**src/rtl/gestor_necesidades.sv**
```systemverilog
// gestor_necesidades: supervisor FSM for the four need channels
// (Animo, Descanso, Energia, Medicina). Picks the single need to attend,
// drives the matching Activo_* line, and reports the pet's display state,
// an alert flag, a latched death flag and a rotating test-mode pattern.
// Every output is a flop loaded from the next-state values, so outputs
// respond one clock after the inputs that caused them.
module gestor_necesidades #(
  parameter int UMBRAL   = 1,   // level <= UMBRAL marks a need as critical
  parameter int N_MUERTE = 4,   // qualifying 5 s pulses that kill the pet
  parameter int T_ROTA   = 10   // clk cycles per test-mode rotation slot
) (
  input  logic       clk,
  input  logic       B_reset,
  input  logic [1:0] Nivel_Animo,
  input  logic [1:0] Nivel_Descanso,
  input  logic [1:0] Nivel_Energia,
  input  logic [1:0] Nivel_Medicina,
  input  logic       senal_5segAnimo,
  input  logic       senal_5segDescanso,
  input  logic       senal_5segEnergia,
  input  logic       senal_5segMedicina,
  input  logic       Senal_MTest,
  output logic       Activo_Comida,
  output logic       Activo_Medicina,
  output logic       Activo_Descanso,
  output logic       Activo_Carisia,
  output logic [2:0] Estado,
  output logic       Alerta,
  output logic       Muerto
);

  typedef enum logic [1:0] {
    ST_IDLE,
    ST_ATENDIENDO,
    ST_TEST,
    ST_MUERTO
  } state_t;

  // Need encoding doubles as the bit position in the Activo_* vector,
  // which is also the test rotation order Comida -> Medicina -> Descanso -> Carisia.
  typedef enum logic [1:0] {
    NEED_ENERGIA  = 2'd0,
    NEED_MEDICINA = 2'd1,
    NEED_DESCANSO = 2'd2,
    NEED_ANIMO    = 2'd3
  } need_t;

  typedef struct packed {
    logic  valid;
    need_t need;
  } pick_t;

  localparam logic [1:0] UMB       = 2'(UMBRAL);
  localparam int         ROT_W     = (T_ROTA > 1) ? $clog2(T_ROTA) : 1;
  localparam logic [ROT_W-1:0] ROT_LAST = ROT_W'(T_ROTA - 1);

  localparam logic [2:0] EST_FELIZ   = 3'd0;
  localparam logic [2:0] EST_HAMBRE  = 3'd1;
  localparam logic [2:0] EST_ENFERMO = 3'd2;
  localparam logic [2:0] EST_CANSADO = 3'd3;
  localparam logic [2:0] EST_TRISTE  = 3'd4;
  localparam logic [2:0] EST_MUERTO  = 3'd5;
  localparam logic [2:0] EST_TEST    = 3'd7;

  // Lowest critical level wins; ties go Medicina > Energia > Descanso > Animo.
  // Scanning in priority order and replacing only on a strictly lower level
  // keeps the earlier (higher-priority) channel on ties.
  function automatic pick_t select_need(input logic [3:0][1:0] lvl);
    pick_t best;
    best.valid = 1'b0;
    best.need  = NEED_MEDICINA;
    for (int k = 0; k < 4; k++) begin
      need_t cand;
      case (k)
        0:       cand = NEED_MEDICINA;
        1:       cand = NEED_ENERGIA;
        2:       cand = NEED_DESCANSO;
        default: cand = NEED_ANIMO;
      endcase
      if (lvl[cand] <= UMB && (!best.valid || lvl[cand] < lvl[best.need])) begin
        best.valid = 1'b1;
        best.need  = cand;
      end
    end
    return best;
  endfunction

  function automatic logic [2:0] estado_de(input need_t n);
    case (n)
      NEED_ENERGIA:  return EST_HAMBRE;
      NEED_MEDICINA: return EST_ENFERMO;
      NEED_DESCANSO: return EST_CANSADO;
      default:       return EST_TRISTE;
    endcase
  endfunction

  // Channel views indexed by need
  logic [3:0][1:0] nivel;
  logic [3:0]      pulso;
  logic [3:0]      cero;
  pick_t           pick;

  assign nivel[NEED_ENERGIA]  = Nivel_Energia;
  assign nivel[NEED_MEDICINA] = Nivel_Medicina;
  assign nivel[NEED_DESCANSO] = Nivel_Descanso;
  assign nivel[NEED_ANIMO]    = Nivel_Animo;

  assign pulso[NEED_ENERGIA]  = senal_5segEnergia;
  assign pulso[NEED_MEDICINA] = senal_5segMedicina;
  assign pulso[NEED_DESCANSO] = senal_5segDescanso;
  assign pulso[NEED_ANIMO]    = senal_5segAnimo;

  assign pick = select_need(nivel);

  // State, registers and their next values
  state_t           state_q, state_d;
  need_t            sel_q, sel_d;
  logic [2:0]       cnt_q, cnt_d;
  logic [ROT_W-1:0] rot_cnt_q, rot_cnt_d;
  logic [1:0]       slot_q, slot_d;
  logic [3:0]       activo_q, activo_d;
  logic [2:0]       estado_q, estado_d;
  logic             alerta_q, alerta_d;
  logic             muerto_q, muerto_d;
  logic             hay_cero;
  logic             muerte;

  // Death counter: saturating count of cycles with a pulse from a zero-level channel
  always_comb begin
    // NOTE: every signal written here gets a default first, so no latch is inferred.
    cero = '0;
    for (int i = 0; i < 4; i++) begin
      cero[i] = (nivel[i] == 2'd0);
    end
    hay_cero = |cero;
    cnt_d    = cnt_q;
    if (!hay_cero) begin
      cnt_d = 3'd0;
    end else if (|(pulso & cero) && cnt_q != 3'd7) begin
      cnt_d = cnt_q + 3'd1;
    end
  end

  assign muerte = (cnt_d >= 3'(N_MUERTE));

  // Next-state logic: death > test > per-state selection rules
  always_comb begin
    state_d = state_q;
    sel_d   = sel_q;
    if (state_q == ST_MUERTO || muerte) begin
      state_d = ST_MUERTO;
    end else if (Senal_MTest) begin
      state_d = ST_TEST;
    end else begin
      case (state_q)
        ST_IDLE: begin
          if (pick.valid) begin
            state_d = ST_ATENDIENDO;
            sel_d   = pick.need;
          end
        end
        ST_ATENDIENDO: begin
          // The chosen need is only re-evaluated on its own 5 s pulse
          if (nivel[sel_q] > UMB) begin
            state_d = ST_IDLE;
          end else if (pulso[sel_q] && pick.valid && nivel[pick.need] < nivel[sel_q]) begin
            sel_d = pick.need;
          end
        end
        default: state_d = ST_IDLE;
      endcase
    end
  end

  // Test rotation: restarts on entry, advances one slot every T_ROTA cycles
  always_comb begin
    rot_cnt_d = '0;
    slot_d    = 2'd0;
    if (state_q == ST_TEST && state_d == ST_TEST) begin
      if (rot_cnt_q == ROT_LAST) begin
        slot_d = slot_q + 2'd1;
      end else begin
        rot_cnt_d = rot_cnt_q + 1'b1;
        slot_d    = slot_q;
      end
    end
  end

  // Output decode from the next state so the registered outputs track it
  always_comb begin
    activo_d = 4'b0000;
    estado_d = EST_FELIZ;
    alerta_d = hay_cero;
    muerto_d = 1'b0;
    case (state_d)
      ST_ATENDIENDO: begin
        activo_d = 4'b0001 << sel_d;
        estado_d = estado_de(sel_d);
      end
      ST_TEST: begin
        activo_d = 4'b0001 << slot_d;
        estado_d = EST_TEST;
      end
      ST_MUERTO: begin
        estado_d = EST_MUERTO;
        alerta_d = 1'b0;
        muerto_d = 1'b1;
      end
      default: ;
    endcase
  end

  // FSM state and selected need
  always_ff @(posedge clk or negedge B_reset) begin
    // NOTE: non-blocking assignments, so every flop samples pre-edge values.
    if (!B_reset) begin
      state_q <= ST_IDLE;
      sel_q   <= NEED_ENERGIA;
    end else begin
      state_q <= state_d;
      sel_q   <= sel_d;
    end
  end

  // Death and rotation counters
  always_ff @(posedge clk or negedge B_reset) begin
    if (!B_reset) begin
      cnt_q     <= 3'd0;
      rot_cnt_q <= '0;
      slot_q    <= 2'd0;
    end else begin
      cnt_q     <= cnt_d;
      rot_cnt_q <= rot_cnt_d;
      slot_q    <= slot_d;
    end
  end

  // Output registers
  always_ff @(posedge clk or negedge B_reset) begin
    if (!B_reset) begin
      activo_q <= 4'b0000;
      estado_q <= EST_FELIZ;
      alerta_q <= 1'b0;
      muerto_q <= 1'b0;
    end else begin
      activo_q <= activo_d;
      estado_q <= estado_d;
      alerta_q <= alerta_d;
      muerto_q <= muerto_d;
    end
  end

  assign Activo_Comida   = activo_q[NEED_ENERGIA];
  assign Activo_Medicina = activo_q[NEED_MEDICINA];
  assign Activo_Descanso = activo_q[NEED_DESCANSO];
  assign Activo_Carisia  = activo_q[NEED_ANIMO];
  assign Estado          = estado_q;
  assign Alerta          = alerta_q;
  assign Muerto          = muerto_q;

endmodule

```
**config.mk**
```make
export PLATFORM = sky130hd
export DESIGN_NAME = gestor_necesidades
export DESIGN_NICKNAME = d
export VERILOG_FILES = /design/src/rtl/gestor_necesidades.sv
export SDC_FILE = /design/constraint.sdc
export NUM_CORES = 1
export LEC_CHECK = 0
export ABC_CLOCK_PERIOD_IN_PS = 7350
export CAP_MARGIN = 15
export CORE_ASPECT_RATIO = 1.1
export CORE_MARGIN = 3
export CORE_UTILIZATION = 35
export CTS_BUF_LIST = sky130_fd_sc_hd__clkbuf_8
export DETAILED_ROUTE_END_ITERATION = 16
export DONT_BUFFER_PORTS = 1
export PLACE_DENSITY = 0.54
export SYNTH_ARGS = -nofsm -noshare
export SYNTH_HDL_FRONTEND = slang
export SYNTH_SLANG_ARGS = --single-unit
```
**constraint.sdc**
```tcl
create_clock -name clk -period 7.35 [get_ports clk]
set_clock_uncertainty 0.05 [all_clocks]
set_input_delay 1.47 -clock clk [delete_from_list [all_inputs] [get_ports clk]]
set_output_delay 1.47 -clock clk [all_outputs]
set_load 0.01 [all_outputs]
```
==> impl_results.md <==
- WHS: 0.456 ns
- Leakage: 0.000762 uW
- Final ANT Viol Nets: 0
- Final HPWL DP: 2.67 mm
- Placer Congestion: 0.850
- Cells after Synth: 165
- Ant. Diodes: 0
- Synth Cell Area: 0.00158 mm2
- Via count of the first global-routing pass: 1,185
- Rel. slew slack: 51.1%
- Critical path capture point: Estado[1]$_DFF_PN0_
- Detailed Routing Iterations Pass 1: 4
- Die X: 70.0 um
- Reg-to-reg critical path endpoint: Estado[1]$_DFF_PN0_
- Layout net count: 196
- Area growth syn-to-layout: 7.05%
- Total power after layout: 496 uW
- Largest net degree at the start of global routing: 23
- VDD IR-drop max: 0.000183 V
- Fraction of registers with async set/reset: 100%
- Crit path max fanout: 10
- Critical Path AT: 6.14 ns
- Sequential fraction of the synthesis area: 34.9%
- Max Slew Vio Count: 0
- Vias: 1,242
- First-pass GRT wire length: 5.66 mm
- FF-to-FF Start: sel_q[0]$_DFF_PN0_
- Hold buffer count at cts: 0
- Min Tclk post-route: 6.06 ns
- Die Y: 76.4 um
- P per Cell Area: 294 mW/mm2
- Clock root cell: clkbuf_8
- Clk Latency, worst-skew pair: 0.25 ns
- Final setup TNS: 0 ns
- Req. time, crit path: 7.44 ns
- Vias/cell: 5.65
- Ys flop type: dfrtp_1
- Setup crit start: Nivel_Energia[1]
- Synthesis-stage register bit count: 22
- Initial antenna violation count: 0
- Site Rows: 25
- H-tree depth: 1
- Number of flops mapped to enable cells by yosys: 0
- HP Class: flop to flop
- CP startpoint kind: input pin
- IO buf count: 0
- GRT Total Usage: 12.6%
- Ratio of cells with drive above 1 in the final layout: 7.83%
- Setup violators final: 0
- Fmax: 165 MHz
- Number of CTS-inserted buffers: 3
- FF-to-FF setup slack: 3.99 ns
- Crit. End Element: flop
- RSZ-0062 raised after global routing: false
- Synthesized area per cell: 9.57 um2
- # Post-CTS Setup Buffers: 0
- Io pins: 24
- CTS tree: done
- Core area: 0.00432 mm2
- Die area: 0.00535 mm2
- Drt total wl: 3.41 mm
- Clock Sinks: 22
- Synth unique cells: 45
- Cts repair resizes: 0
- DR WL/cell: 15.5 um
- Actual slew at the worst max-slew pin: 0.724 ns
- Initial core utilization: 36.6%
- Syn_nets: 194
- Maxcap violations: 0
- Final period utilization: 82.4%
- GR Overflow Total: 0
- Endpoints failing hold: 0
- Worst R2R Path Depth: 12
- Synth warn: 0
- Reg clk slew, reported paths: 0.07 ns
- Hold Crit Depth: 1
- Drt drc: 0
- Status: finished clean
- Bufs on Longest Clock Path: 2
- DR iter-0 viols: 99
- Critical setup path kind: input pin to flop
worst min-delay path by stage:
stage                            from                endpoint
2_1_floorplan  rot_cnt_q[0]$_DFF_PN0_  rot_cnt_q[0]$_DFF_PN0_
3_3_place_gp   rot_cnt_q[0]$_DFF_PN0_  rot_cnt_q[0]$_DFF_PN0_
3_5_place_dp   rot_cnt_q[0]$_DFF_PN0_  rot_cnt_q[0]$_DFF_PN0_
4_1_cts        rot_cnt_q[0]$_DFF_PN0_  rot_cnt_q[0]$_DFF_PN0_
5_1_grt        rot_cnt_q[0]$_DFF_PN0_  rot_cnt_q[0]$_DFF_PN0_
6_report       rot_cnt_q[0]$_DFF_PN0_  rot_cnt_q[0]$_DFF_PN0_
area by class of cell:
cell class	instances	area, um2
Fill cell	420	2630
Clock buffer	4	55.1
Sequential cell	22	551
Tap cell	54	67.6
Inverter	15	56.3
Multi-Input combinational cell	125	961
Yosys cell counts (2+ instances only):
library cell	instances	area share, %
inv_1	15	3.6
nand3_1	3	0.95
or3_1	2	0.79
nor3b_1	7	3.3
clkbuf_1	3	0.71
o21ai_0	6	1.9
a31o_2	3	1.7
nand2b_1	8	3.2
a21o_1	3	1.4
mux4_1	3	5.0
mux2i_1	3	1.9
nand3b_1	2	0.95
nor3_1	3	0.95
a21oi_1	8	2.5
dfrtp_1	22	35
a211oi_1	3	1.4
or2_2	2	0.79
a31oi_1	2	0.79
nor2_1	18	4.3
ha_1	14	11
nor2b_1	3	1.2
xor2_1	4	2.2
o22ai_1	3	1.2
nand2_1	4	0.95
cell families after synthesis:
| logic type | synth area share, % |
|---|---|
| simple gates | 19.5 |
| compound gates | 20.6 |
| flops | 34.9 |
| buf+inv | 4.28 |
| fa+ha+maj | 11.1 |
| mux | 6.89 |
| xor+xnor | 2.77 |
cells in the final DEF, fill, tap and decap left out, types with 4 or more instances in the layout:
cell type | netlist | final
nor2_1 | 18 | 18
inv_1 | 15 | 15
clkbuf_8 | 0 | 4
nand2b_1 | 8 | 8
o21ai_0 | 6 | 6
a21oi_1 | 8 | 8
nor3b_1 | 7 | 7
nand2_1 | 4 | 4
dfrtp_1 | 22 | 22
xor2_1 | 4 | 4
ha_1 | 14 | 14
power breakdown:
group	total [uW]	internal, uW	switching [uW]
registers	203	161	42.1
clock network	82.1	47.5	34.6
logic	211	96.1	115
total	496	305	192
critical path, cell delays in order:
cell	delay, ns
ha_1	0.32
inv_1	0.13
ha_1	0.28
o21ba_2	0.26
or2_2	0.28
o211a_1	0.18
nand3_1	0.14
ha_1	0.28
or2_2	0.34
a31oi_1	0.17
nor2_1	0.07
ha_1	0.17
a31o_2	0.23
or3_1	0.38
a2111o_1	0.37
a21oi_1	0.23
a32o_1	0.29
inv_1	0.08
ha_1	0.29
o211ai_1	0.07
o21ai_0	0.10
per-layer routing:
metal / vias up / share of wire (%) / GRT usage, %
li1: 608 / - / -
met1: 593 / 46 / 17.1
met2: 35 / 48 / 20.5
met3: 6 / 4.5 / 2.37
met4: 0 / 1.5 / 3.07
met5: - / 0 / 0
sequential cells by signal, summed over array words and instances (netlist names):
signal	cells
Alerta	1
Estado	3
Muerto	1
activo_q	4
cnt_q	3
rot_cnt_q	4
sel_q	2
slot_q	2
state_q	2
stage by stage:
step                      setup WS, ns  instances  cell area, um2  util [%]
after global routing             0.946        220            1690      39.2
after global placement            1.06        216            1640      37.9
final                             1.29        220            1690      39.2
after floorplan                   1.41        165            1580         -
after CTS                         1.33        220            1690      39.2
after detailed placement          1.06        216            1640      37.9
(Power assumes the default switching activity.)
